`src/rtl/reg_file_sb_pkg.sv`:
```
// Shared widths for the integer register file and scoreboard, plus address validity.
// Defaults describe the RV32I file; REG_DEPTH_E is the RV32E register count.
package reg_file_sb_pkg;

  localparam int CPU_WIDTH      = 32;
  localparam int REG_ADDR_WIDTH = 5;
  localparam int REG_DATA_DEPTH = 32;
  localparam int REG_DEPTH_E    = 16;

  // x0 and anything beyond the implemented depth behave as "no register".
  function automatic logic addr_valid(input logic [31:0] addr, input int unsigned depth);
    return (addr != 32'd0) && (addr < depth);
  endfunction

endpackage

```
`src/rtl/reg_file_sb_scoreboard.sv`:
```
// Per-register busy bits tracking in-flight writebacks; issue_ready is combinational.
// Busy state updates one cycle after issue/writeback. A refused issue leaves state untouched.
// Decode must hold the request until issue_ready is high.
module reg_scoreboard
  import reg_file_sb_pkg::*;
#(
  parameter int DEPTH  = REG_DATA_DEPTH,
  parameter int ADDR_W = REG_ADDR_WIDTH
) (
  input  logic              clk,
  input  logic              rst_n,
  input  logic              issue_en,
  input  logic [ADDR_W-1:0] issue_rd,
  output logic              issue_ready,
  input  logic              wr_en,
  input  logic [ADDR_W-1:0] wr_addr,
  output logic [DEPTH-1:0]  busy_vec
);

  localparam int IDX_W = (DEPTH > 1) ? $clog2(DEPTH) : 1;

  logic [DEPTH-1:0] busy_q;
  logic             issue_valid;
  logic             wr_valid;
  logic             issue_busy;
  logic             wr_hit;

  assign issue_valid = addr_valid(32'(issue_rd), DEPTH);
  assign wr_valid    = addr_valid(32'(wr_addr), DEPTH);
  assign issue_busy  = issue_valid & busy_q[issue_rd[IDX_W-1:0]];
  assign wr_hit      = wr_en & wr_valid & (wr_addr == issue_rd);
  assign issue_ready = ~issue_busy | wr_hit;

  // Set is applied after clear so a new producer on a retiring register stays outstanding.
  always_ff @(posedge clk) begin
    if (!rst_n) begin
      busy_q <= '0;
    end else begin
      if (wr_en && wr_valid)
        busy_q[wr_addr[IDX_W-1:0]] <= 1'b0;
      if (issue_en && issue_ready && issue_valid)
        busy_q[issue_rd[IDX_W-1:0]] <= 1'b1;
    end
  end

  assign busy_vec = {busy_q[DEPTH-1:1], 1'b0};

endmodule

```
`src/rtl/reg_file_sb.sv`:
```
// Integer register file with NRD async read ports, optional write bypass and a busy scoreboard.
// Reads take 0 cycles. Writes are visible in 0 cycles with bypass, 1 cycle without.
// No backpressure on reads or writes; issue is gated by issue_ready.
module reg_file_sb
  import reg_file_sb_pkg::*;
#(
  parameter int XLEN        = CPU_WIDTH,
  parameter int ADDR_W      = REG_ADDR_WIDTH,
  parameter int DEPTH       = REG_DATA_DEPTH,
  parameter int NRD         = 2,
  parameter bit BYPASS      = 1'b1,
  parameter bit RESET_CLEAR = 1'b1
) (
  input  logic                  clk,
  input  logic                  rst_n,
  input  logic                  reg_wen,
  input  logic [ADDR_W-1:0]     reg_waddr,
  input  logic [XLEN-1:0]       reg_wdata,
  input  logic [NRD*ADDR_W-1:0] rd_raddr,
  output logic [NRD*XLEN-1:0]   rd_rdata,
  output logic [NRD-1:0]        rd_busy,
  input  logic                  issue_en,
  input  logic [ADDR_W-1:0]     issue_rd,
  output logic                  issue_ready,
  output logic [DEPTH-1:0]      busy_vec
);

  localparam int IDX_W = (DEPTH > 1) ? $clog2(DEPTH) : 1;

  logic [XLEN-1:0] regs [DEPTH];
  logic            w_valid;

  assign w_valid = addr_valid(32'(reg_waddr), DEPTH);

  always_ff @(posedge clk) begin
    if (!rst_n) begin
      if (RESET_CLEAR) begin
        for (int i = 0; i < DEPTH; i++)
          regs[i] <= '0;
      end
    end else if (reg_wen && w_valid) begin
      regs[reg_waddr[IDX_W-1:0]] <= reg_wdata;
    end
  end

  for (genvar p = 0; p < NRD; p++) begin : g_rd
    logic [ADDR_W-1:0] ra;
    logic              r_valid;
    logic              fwd;

    assign ra      = rd_raddr[p*ADDR_W +: ADDR_W];
    assign r_valid = addr_valid(32'(ra), DEPTH);
    assign fwd     = BYPASS && reg_wen && (reg_waddr == ra);

    assign rd_rdata[p*XLEN +: XLEN] = !r_valid ? '0 :
                                      fwd      ? reg_wdata :
                                                 regs[ra[IDX_W-1:0]];
    // A forwarded write resolves the hazard within this cycle.
    assign rd_busy[p] = r_valid & busy_vec[ra[IDX_W-1:0]] & ~fwd;
  end

  reg_scoreboard #(
    .DEPTH  (DEPTH),
    .ADDR_W (ADDR_W)
  ) u_sb (
    .clk         (clk),
    .rst_n       (rst_n),
    .issue_en    (issue_en),
    .issue_rd    (issue_rd),
    .issue_ready (issue_ready),
    .wr_en       (reg_wen),
    .wr_addr     (reg_waddr),
    .busy_vec    (busy_vec)
  );

endmodule

```
`config.mk`:
```
export PLATFORM = sky130hd
export DESIGN_NAME = reg_file_sb
export DESIGN_NICKNAME = d
export VERILOG_FILES = /design/src/rtl/reg_file_sb_pkg.sv /design/src/rtl/reg_file_sb_scoreboard.sv /design/src/rtl/reg_file_sb.sv
export SDC_FILE = /design/constraint.sdc
export NUM_CORES = 2
export LEC_CHECK = 0
export BUFFER_PORTS_ARGS = -buffer_cell sky130_fd_sc_hd__buf_2
export CAP_MARGIN = 15
export CORE_MARGIN = 2
export CORE_UTILIZATION = 65
export DETAILED_ROUTE_END_ITERATION = 7
export PLACE_DENSITY_LB_ADDON = 0.05
export SLEW_MARGIN = 0
export SYNTH_ARGS = -nofsm -noshare
export SYNTH_HDL_FRONTEND = slang
export SYNTH_HIERARCHICAL = 1
export SYNTH_SLANG_ARGS = --single-unit
```
`constraint.sdc`:
```
create_clock -name clk -period 13.55 [get_ports clk]
set_clock_uncertainty 0.1 [all_clocks]
set_input_delay 2.0325 -clock clk [delete_from_list [all_inputs] [get_ports clk]]
set_output_delay 2.0325 -clock clk [all_outputs]
set_load 0.05 [all_outputs]
```
==> out/summary.txt <==
status = complete, but fails checks
failing checks = design-rule violations
crit path kind = input pin to output pin
setup TNS = 0 ns
hold_buf cts = 0
WP data arrival = 6.32 ns
Tightest Pin Transition = 1.264 ns
DRC = 2
Top Ports = 155
hold depth = 1
vias per cell = 7.667
crit path max fanout = 44
syn_area_per_cell = 14.19 um2
Total Power = 7.971 mW
placed cell count = 5080
Seq cells post-synth = 1056
CORE AREA = 88510 um2
Placed Area = 59510 um2
Port Buf Inserts = 153
length in cells of the worst reg-to-reg path = 4
# setup viols final = 0
Routed wire per std cell = 38.63 um
Final Wtd Congestion = 1.025
RSZ-0062 raised after global routing = false
number of global-route vias before repair = 39610
Area Growth Syn to Fin = 8.412%
number of synthesized flops with an enable pin = 1024
Startpoint Class = input pin
FFs w/ async S/R, synth = 0%
pre-CTS WS = 5.267 ns
Mapped Area = 58130 um2
Seq/Total Area, Yosys = 54.00%
synth cell count leaders = edfxtp_1 (1024), and2_1 (995), mux4_2 (441)
Routed Antenna Nets = 0
most area-hungry cell type in the Yosys netlist = edfxtp_1
setup bufs post-CTS = 0
clk buf depth = 3
CP Capture Type = output pin
Synth warnings = 6
Hold Path Class = flip-flop to flip-flop
highest clock rate = 118.4 MHz
Layout Utilization = 71.20%
DR vias = 40520
Critical Path RT = 11.42 ns
final net count = 4083
DRT Wirelength = 204.1 mm
# resized after CTS = 0
die area = 91840 um2
reg-to-reg startpoint = u_sb/busy_q[5]
Main synth FF type = edfxtp_1
Tcrit/Tclk final = 62.35%
hpwl dp = 123.3 mm
1st-iter DRT viols = 6631
Worst-Skew Late Latency = 0.72 ns
Finished Cell Area = 63020 um2
Clock Sinks = 1056
overall die width = 303.1 um
Tot GR Track Use = 44.89%
most common cell in the netlist = edfxtp_1
PwrDens = 126.5 nW/um2
endpoints failing hold = 0
worst hold path startpoint = u_sb/busy_q[0]
largest net degree at the start of global routing = 99
antenna violations before repair = 11
post-synth top area share = 52.90%
cell count after synthesis = 4096
Worst Setup SP = rd_raddr[0]
maxcap violations = 0
CTS tree = yes
fin crit period = 8.449 ns
CTS Root Cell = clkbuf_16
die height = 303.1 um
Cell Rows = 109
1st-pass router iterations = 8
Congestion Overflow GR = 0
first-pass GRT wire length = 287.1 mm
top cells by area, synth = edfxtp_1 (53%), mux4_2 (17%), and2_1 (11%)
Clock Pin Slew Worst Setup and Hold Paths = 0.06 ns
Setup WS post-layout = 5.101 ns
WHS = 0.3832 ns
Layout Cells excl Fill = 5285
TritonCTS Buffers = 109
Max-slew headroom = 15.13%
final number of max-transition violations = 0
Pleak = 22.02 nW
htree depth = 3
Yosys cell types = 66
layout cell share with drive strength beyond 1 = 23.57%
Starting Density = 65.67%
maximum vdd drop = 0.1075 mV
path summary, 6_finish.rpt:
kind / endpoint / slack [ns]
min: u_sb/busy_q[0] / 0.38
max: rd_rdata[21] / 5.10
min reg2reg: u_sb/busy_q[0] / 0.38
max reg2reg: u_sb/busy_q[13] / 11.07
power by group:
group | internal, mW | leakage, nW | switching [mW]
sequential | 3.76 | 10.0 | 0.0982
combinational | 0.384 | 10.3 | 0.741
clock | 1.68 | 1.68 | 1.31
critical path, cell delays in order:
cell	delay (ns)
buf_8	0.40
buf_4	0.74
buf_4	0.78
mux4_2	0.62
o221ai_1	0.49
nor2_1	0.10
nor3_1	0.64
nor2_1	0.10
buf_2	0.24
layout make-up:
| class | instances | area [um2] |
|---|---|---|
| clock buffers | 144 | 2910 |
| inverters | 7 | 26.28 |
| flip-flops and latches | 1056 | 31390 |
| repair buffers | 273 | 1755 |
| well taps | 1165 | 1458 |
| fillers | 5822 | 25490 |
| clock inverters | 55 | 555.5 |
| multi-input cells | 2580 | 24910 |
| diodes | 5 | 12.51 |
per-layer routing:
layer	track usage (%)	wire length (um)	vias up
met2	66.97	91810	3748
met5	0	35	-
met3	13.00	29440	815
met4	30.20	16370	6
met1	57.66	66480	20315
li1	-	-	15636
state kept, by name, indices dropped and copies added (netlist names):
register     cells
regs          1024
u_sb/busy_q     32
cells in the final DEF, fill, tap and decap left out, types with 37 or more instances in the layout:
master        n
mux4_2      441
edfxtp_1   1024
o221ai_1     37
mux2i_1     209
and2_1      994
a22oi_1      68
a21oi_1      98
nor2_1       44
buf_2       144
clkbuf_16   110
a22o_1       55
nand2_1      77
o22ai_1      56
a211oi_1     67
buf_4       121
cells by family (layout without fill, tap and decap cells):
logic type	count (synthesis)	count (layout)	share of synthesized area, %
mux	669	669	21.07
simple gates	1283	1283	13.27
compound gates	580	580	7.204
xor+xnor	15	15	0.2260
buf+inv	491	479	4.210
flops	1056	1056	54.00
other cells	2	38	0.01292
(Power assumes the default switching activity.)
